File: config.mk
export PLATFORM = sky130hd
export DESIGN_NAME = uparb2_flat
export DESIGN_NICKNAME = d
export VERILOG_FILES = /design/src/rtl/uparb2_if.sv /design/src/rtl/uparb2.sv /design/src/flat_wrapper.sv
export SDC_FILE = /design/constraint.sdc
export NUM_CORES = 1
export LEC_CHECK = 0
export ABC_AREA = 1
export BUFFER_PORTS_ARGS = -buffer_cell sky130_fd_sc_hd__buf_4
export CORE_MARGIN = 5
export CORE_UTILIZATION = 40
export CTS_BUF_LIST = sky130_fd_sc_hd__clkbuf_2 sky130_fd_sc_hd__clkbuf_4 sky130_fd_sc_hd__clkbuf_8
export CTS_CLUSTER_DIAMETER = 200
export DETAILED_ROUTE_END_ITERATION = 7
export PLACE_DENSITY = 0.69
export SETUP_SLACK_MARGIN = 0.05
export SYNTH_ARGS = -nofsm -noshare
export SYNTH_HDL_FRONTEND = slang
export SYNTH_SLANG_ARGS = --single-unit
File: constraint.sdc
create_clock -name clk -period 1.3 [get_ports clk]
set_input_delay 0.26 -clock clk [delete_from_list [all_inputs] [get_ports clk]]
set_output_delay 0.26 -clock clk [all_outputs]
set_load 0.05 [all_outputs]
File: src/rtl/uparb2_if.sv
// Request/acknowledge bus shared by both processor masters and the slave side of uparb2.
// The requester drives the strobe and transfer fields; the responder returns data and ack.
interface uparb2_if #(
    parameter int WIDTH  = 8,
    parameter int ADDR_W = 8
);
    logic              upen;
    logic              uprs;
    logic [ADDR_W-1:0] upa;
    logic [WIDTH-1:0]  updi;
    logic [WIDTH-1:0]  updo;
    logic              upack;

    modport master (output upen, uprs, upa, updi, input updo, upack);
    modport slave  (input upen, uprs, upa, updi, output updo, upack);
endinterface

File: src/rtl/uparb2.sv
// Two-master round-robin arbiter onto a single processor bus with fully registered outputs.
// Define UPARB2_TIMEOUT_EN to bound the WAIT state and flag timeouts on to_err.
module uparb2 #(
    parameter int WIDTH  = 8,
    parameter int ADDR_W = 8,
    parameter int TO_CYC = 15
) (
    input  logic     clk,
    input  logic     rst_n,
    uparb2_if.slave  m0,
    uparb2_if.slave  m1,
    uparb2_if.master bus,
    output logic     to_err
);
    typedef enum logic [1:0] {IDLE, ISSUE, WAIT, DONE} state_e;

    state_e            state_q, state_d;
    logic              ptr_q, ptr_d;
    logic              gnt_q, gnt_d;
    logic              upen_q, upen_d;
    logic              uprs_q, uprs_d;
    logic [ADDR_W-1:0] upa_q, upa_d;
    logic [WIDTH-1:0]  updi_q, updi_d;
    logic              m0_ack_q, m0_ack_d;
    logic              m1_ack_q, m1_ack_d;
    logic [WIDTH-1:0]  m0_updo_q, m0_updo_d;
    logic [WIDTH-1:0]  m1_updo_q, m1_updo_d;
    logic              rsp_vld;
    logic [WIDTH-1:0]  rsp_data;
`ifdef UPARB2_TIMEOUT_EN
    localparam logic [7:0] CNT_LAST = 8'(TO_CYC - 1);
    logic [7:0] cnt_q, cnt_d;
    logic       to_err_q, to_err_d;
    logic       rsp_to;
`endif

    always_comb begin
        // NOTE: every signal gets a default before the case so no path can leave it unassigned (no latch).
        state_d   = state_q;
        ptr_d     = ptr_q;
        gnt_d     = gnt_q;
        upen_d    = 1'b0;
        uprs_d    = uprs_q;
        upa_d     = upa_q;
        updi_d    = updi_q;
        m0_ack_d  = 1'b0;
        m1_ack_d  = 1'b0;
        m0_updo_d = m0_updo_q;
        m1_updo_d = m1_updo_q;
        rsp_vld   = 1'b0;
        rsp_data  = '0;
`ifdef UPARB2_TIMEOUT_EN
        cnt_d     = cnt_q;
        to_err_d  = 1'b0;
        rsp_to    = 1'b0;
`endif
        case (state_q)
            IDLE: begin
                if (m0.upen || m1.upen) begin
                    // The pointer only matters on a tie; a lone requester always wins.
                    gnt_d   = (m0.upen && m1.upen) ? ptr_q : m1.upen;
                    uprs_d  = gnt_d ? m1.uprs : m0.uprs;
                    upa_d   = gnt_d ? m1.upa  : m0.upa;
                    updi_d  = gnt_d ? m1.updi : m0.updi;
                    upen_d  = 1'b1;
                    state_d = ISSUE;
                end
            end
            ISSUE: begin
                state_d = WAIT;
`ifdef UPARB2_TIMEOUT_EN
                cnt_d   = '0;
`endif
            end
            WAIT: begin
                if (bus.upack) begin
                    rsp_vld  = 1'b1;
                    rsp_data = bus.updo;
                end
`ifdef UPARB2_TIMEOUT_EN
                else if (cnt_q == CNT_LAST) begin
                    rsp_vld  = 1'b1;
                    rsp_data = '1;
                    rsp_to   = 1'b1;
                end else begin
                    cnt_d = cnt_q + 8'd1;
                end
`endif
            end
            DONE:    state_d = IDLE;
            default: state_d = IDLE;
        endcase

        if (rsp_vld) begin
            state_d = DONE;
            ptr_d   = ~gnt_q;
            if (gnt_q) begin
                m1_ack_d  = 1'b1;
                m1_updo_d = rsp_data;
            end else begin
                m0_ack_d  = 1'b1;
                m0_updo_d = rsp_data;
            end
`ifdef UPARB2_TIMEOUT_EN
            to_err_d = rsp_to;
`endif
        end
    end

    // NOTE: state uses non-blocking assignments so all flops update together from pre-edge values.
    always_ff @(posedge clk or negedge rst_n) begin
        if (!rst_n) begin
            // NOTE: every flop here is control or output state, so all of it is reset.
            state_q   <= IDLE;
            ptr_q     <= 1'b0;
            gnt_q     <= 1'b0;
            upen_q    <= 1'b0;
            uprs_q    <= 1'b0;
            upa_q     <= '0;
            updi_q    <= '0;
            m0_ack_q  <= 1'b0;
            m1_ack_q  <= 1'b0;
            m0_updo_q <= '0;
            m1_updo_q <= '0;
`ifdef UPARB2_TIMEOUT_EN
            cnt_q     <= '0;
            to_err_q  <= 1'b0;
`endif
        end else begin
            state_q   <= state_d;
            ptr_q     <= ptr_d;
            gnt_q     <= gnt_d;
            upen_q    <= upen_d;
            uprs_q    <= uprs_d;
            upa_q     <= upa_d;
            updi_q    <= updi_d;
            m0_ack_q  <= m0_ack_d;
            m1_ack_q  <= m1_ack_d;
            m0_updo_q <= m0_updo_d;
            m1_updo_q <= m1_updo_d;
`ifdef UPARB2_TIMEOUT_EN
            cnt_q     <= cnt_d;
            to_err_q  <= to_err_d;
`endif
        end
    end

    assign bus.upen  = upen_q;
    assign bus.uprs  = uprs_q;
    assign bus.upa   = upa_q;
    assign bus.updi  = updi_q;
    assign m0.upack  = m0_ack_q;
    assign m0.updo   = m0_updo_q;
    assign m1.upack  = m1_ack_q;
    assign m1.updo   = m1_updo_q;
`ifdef UPARB2_TIMEOUT_EN
    assign to_err    = to_err_q;
`else
    assign to_err    = 1'b0;
`endif
endmodule

File: src/flat_wrapper.sv
// flat-port wrapper written by rule: the top's interface ports become plain ports
module uparb2_flat 
#(
    parameter int WIDTH  = 8,
    parameter int ADDR_W = 8,
    parameter int TO_CYC = 15
)
  (clk, rst_n, to_err, m0_upen, m0_uprs, m0_upa, m0_updi, m0_updo, m0_upack, m1_upen, m1_uprs, m1_upa, m1_updi, m1_updo, m1_upack, bus_upen, bus_uprs, bus_upa, bus_updi, bus_updo, bus_upack);
  uparb2_if #(.WIDTH(WIDTH), .ADDR_W(ADDR_W)) m0_i ();
  uparb2_if #(.WIDTH(WIDTH), .ADDR_W(ADDR_W)) m1_i ();
  uparb2_if #(.WIDTH(WIDTH), .ADDR_W(ADDR_W)) bus_i ();
  input  logic clk;
  input  logic rst_n;
  output logic to_err;
  input wire logic [$bits(m0_i.upen)-1:0] m0_upen;
  input wire logic [$bits(m0_i.uprs)-1:0] m0_uprs;
  input wire logic [$bits(m0_i.upa)-1:0] m0_upa;
  input wire logic [$bits(m0_i.updi)-1:0] m0_updi;
  output wire logic [$bits(m0_i.updo)-1:0] m0_updo;
  output wire logic [$bits(m0_i.upack)-1:0] m0_upack;
  input wire logic [$bits(m1_i.upen)-1:0] m1_upen;
  input wire logic [$bits(m1_i.uprs)-1:0] m1_uprs;
  input wire logic [$bits(m1_i.upa)-1:0] m1_upa;
  input wire logic [$bits(m1_i.updi)-1:0] m1_updi;
  output wire logic [$bits(m1_i.updo)-1:0] m1_updo;
  output wire logic [$bits(m1_i.upack)-1:0] m1_upack;
  output wire logic [$bits(bus_i.upen)-1:0] bus_upen;
  output wire logic [$bits(bus_i.uprs)-1:0] bus_uprs;
  output wire logic [$bits(bus_i.upa)-1:0] bus_upa;
  output wire logic [$bits(bus_i.updi)-1:0] bus_updi;
  input wire logic [$bits(bus_i.updo)-1:0] bus_updo;
  input wire logic [$bits(bus_i.upack)-1:0] bus_upack;
  assign m0_i.upen = m0_upen;
  assign m0_i.uprs = m0_uprs;
  assign m0_i.upa = m0_upa;
  assign m0_i.updi = m0_updi;
  assign m0_updo = m0_i.updo;
  assign m0_upack = m0_i.upack;
  assign m1_i.upen = m1_upen;
  assign m1_i.uprs = m1_uprs;
  assign m1_i.upa = m1_upa;
  assign m1_i.updi = m1_updi;
  assign m1_updo = m1_i.updo;
  assign m1_upack = m1_i.upack;
  assign bus_upen = bus_i.upen;
  assign bus_uprs = bus_i.uprs;
  assign bus_upa = bus_i.upa;
  assign bus_updi = bus_i.updi;
  assign bus_i.updo = bus_updo;
  assign bus_i.upack = bus_upack;
  uparb2 #(.WIDTH(WIDTH), .ADDR_W(ADDR_W), .TO_CYC(TO_CYC)) u_core (.clk(clk), .rst_n(rst_n), .m0(m0_i), .m1(m1_i), .bus(bus_i), .to_err(to_err));
endmodule
==> results.toml <==
[final_layout]
mostFrequentLayoutCells = "nand2_1 (100), buf_4 (93), dfrtp_1 (40)"
drive_gt1_frac = 0.349
mostFrequentLayoutCell = "nand2_1"
instances_no_fill = 386
final_nets = 378
final_util = 0.586
antenna_cells = 0
syn2layout_area_growth_pct = 43.0

[clock_network]
clock_sinks = 40
cts_buffers = 5
cts_tree = "yes"
clockBufferDepth = 2
cts-root-buf = "clkbuf_8"
clk_latency_ns = 0.29
clk_pin_slew_worst_paths_ns = 0.07
htreeDepth = 2

[power_and_ir_drop]
p_int_mw = 3.69
pwr-share-clk = 0.134
p_comb_frac = 0.568
switchingPower_mw = 3.69
leakage_nw = 1.66
swShare = 0.500
powerDensity_nw_per_um2 = 2690
vdd.ir_drop.worst_uv = 1120
power.share.sequential = 0.298
power_mw = 7.38

[placed_design]
gp_congestion = 0.768
port_buffers = 82
dp_hpwl_um = 3440
dp.cells = 370

[routing]
wl_met3_um = 442
drc_errors = 0
vias = 1755
ant_nets = 0
m1WireLength_um = 2110
top_layer_used = "met4"
wl_um = 4610
viasPerCell = 4.55
drt_pass1_iterations = 5
dr.first_iter.drc_count = 65
wl_met2_um = 2010
wl_per_cell_um = 11.9

[critical_path]
path_class = "flop to flop"
worstPathArrival_ns = 1.33
worstPathMaxFanout = 8
cp_slowest_cell = "dfrtp_1"
cp_cell_sequence = "inv_2 > nand3_4 > nor2_8 > inv_2 > nand2_1 > nand2_1"
cp.required_ns = 1.48
slowest_delay_ns = 0.40
r2r_slack_ns = 0.15
start_kind = "flop"
r2r_end = "u_core.m1.updo[3]"
setup.worst_path.end_class = "flop"
r2r-start = "u_core.state_q[0]"
path_delay_family = "simple AND/OR/NAND/NOR gates"
crit_buf_inv = 2
r2r_cells = 6

[grt]
grt_pass1_vias = 1567
grt_max_degree = 41
overflow = 0
grt_pass1_wl_um = 7530
antenna_found_initial = 0
track_usage = 0.152

[sta]
fin_crit_ns = 1.15
hold_viol = 0
fin_skew_ns = 0.00834
finalSetupTns_ns = 0
post-route-period-util = 0.888
worst_hold_slack_ns = 0.186
rsz0062_at_grt = "false"
slew_violations = 0
setup_viol = 0
max_freq_mhz = 866

[logic_synthesis]
avgSynthCellArea_um2 = 8.11
synth_cell_types = 17
postSynthCellCount = 237
synth_seq_area_share = 0.521
syn_area_um2 = 1920
yosysWarnings = 0
ys_ff_latch = 40
syn_nets = 284

[die]
ios = 84
dieWidth_um = 79.3
core_um2 = 4690
die_h_um = 79.3
start_util = 0.410
std_cell_rows = 25
die_area_um2 = 6290

[status]
status = "finished clean"

[worst_hold_path]
whs_endpoint = "u_core.m1.updo[2]"
min-delay-start = "bus_updo[2]"
hold_depth = 3
min_path_type = "primary input to flop"

[flow_run]
cap_violations = 0
## per-stage QoR
| stage | instance area [µm²] | worst slack (ns) |
|---|---|---|
| 6_report | 2750 | 0.146 |
| 5_1_grt | 2750 | 0.0534 |
| 4_1_cts | 2690 | 0.125 |
| 3_5_place_dp | 2570 | 0.145 |
| 3_3_place_gp | 2570 | 0.156 |
| 2_1_floorplan | 1920 | 0.193 |
## cell type report
class,instances,area [µm²]
clock inverters,2,35.0
well taps,54,67.6
clock buffers,6,76.3
fillers,449,1940
repair buffers,95,719
multi-input cells,147,689
inverters,42,160
flip-flops and latches,40,1000
## worst reg2reg max path: cells and delay by family (launching register included)
family / cells / cell delay, ns
and+or+nand+nor: 4 / 0.45
DFF: 1 / 0.40
buffers and inverters: 2 / 0.20
## synth_stat cells
library cell / number / area share
nor2_4: 1 / 0.0059
inv_2: 5 / 0.0098
o21ai_2: 1 / 0.0046
conb_1: 1 / 0.0020
nand3_4: 1 / 0.0091
buf_2: 2 / 0.0052
nand2_2: 2 / 0.0065
xor2_1: 1 / 0.0046
nand2_4: 1 / 0.0059
inv_1: 37 / 0.072
dfrtp_1: 40 / 0.52
nand3_1: 35 / 0.091
buf_4: 1 / 0.0039
nor2_8: 3 / 0.031
nand2_1: 100 / 0.20
a21oi_1: 1 / 0.0026
buf_6: 5 / 0.029
## timing repair
| item | CTS | global route |
|---|---|---|
| buffers inserted | 0 | 7 |
| gates resized for setup | 0 | 3 |
| endpoints found under the setup margin | 0 | 20 |
| endpoints found under the hold margin | 40 | 0 |
| hold buffers | 1 | 0 |
## kinds of logic (layout without fill, tap and decap cells)
kind of cell,after synthesis,count (layout),synth area share
simple gates,143,143,0.345
buf+inv,50,145,0.120
flops,40,40,0.521
compound gates,2,2,0.00716
other cells,1,1,0.00195
xor+xnor,1,1,0.00456
## metal layers
metal,GRT usage,vias up
met5,0,-
met4,0.0378,0
met3,0.0544,5
met2,0.221,72
met1,0.215,788
li1,-,890
## sequential cells by signal, indices dropped and copies added, names as in the netlist
register and count:
u_core.bus.upa 8, u_core.bus.updi 8, u_core.m0.updo 8, u_core.m1.updo 8, u_core.state_q 2, u_core.bus.upen 1
u_core.bus.uprs 1, u_core.gnt_q 1, u_core.m0.upack 1, u_core.m1.upack 1, u_core.ptr_q 1
## worst max path at each step
stage                                 start  cells after the start                end  slack [ns]
after global placement              m1_upen                      6       u_core.gnt_q        0.16
after detailed placement  u_core.state_q[0]                      6  u_core.m1.updo[3]        0.15
after CTS                 u_core.state_q[0]                      6  u_core.m1.updo[3]        0.13
final                     u_core.state_q[0]                      6  u_core.m1.updo[3]        0.15
after floorplan           u_core.state_q[1]                      7       u_core.gnt_q        0.19
after global routing      u_core.state_q[0]                      6  u_core.m1.updo[4]        0.05
## power by group through the flow
| stage | clock network [mW] | logic, mW | registers [mW] |
|---|---|---|---|
| final | 0.992 | 4.19 | 2.20 |
| after global routing | 1.08 | 4.46 | 2.28 |
| after CTS | 1.03 | 4.14 | 2.20 |
| after detailed placement | 0 | 4.14 | 2.20 |
| after global placement | 0 | 4.08 | 2.21 |
| after floorplan | 0 | 1.13 | 3.96 |
(Power assumes the default switching activity.)
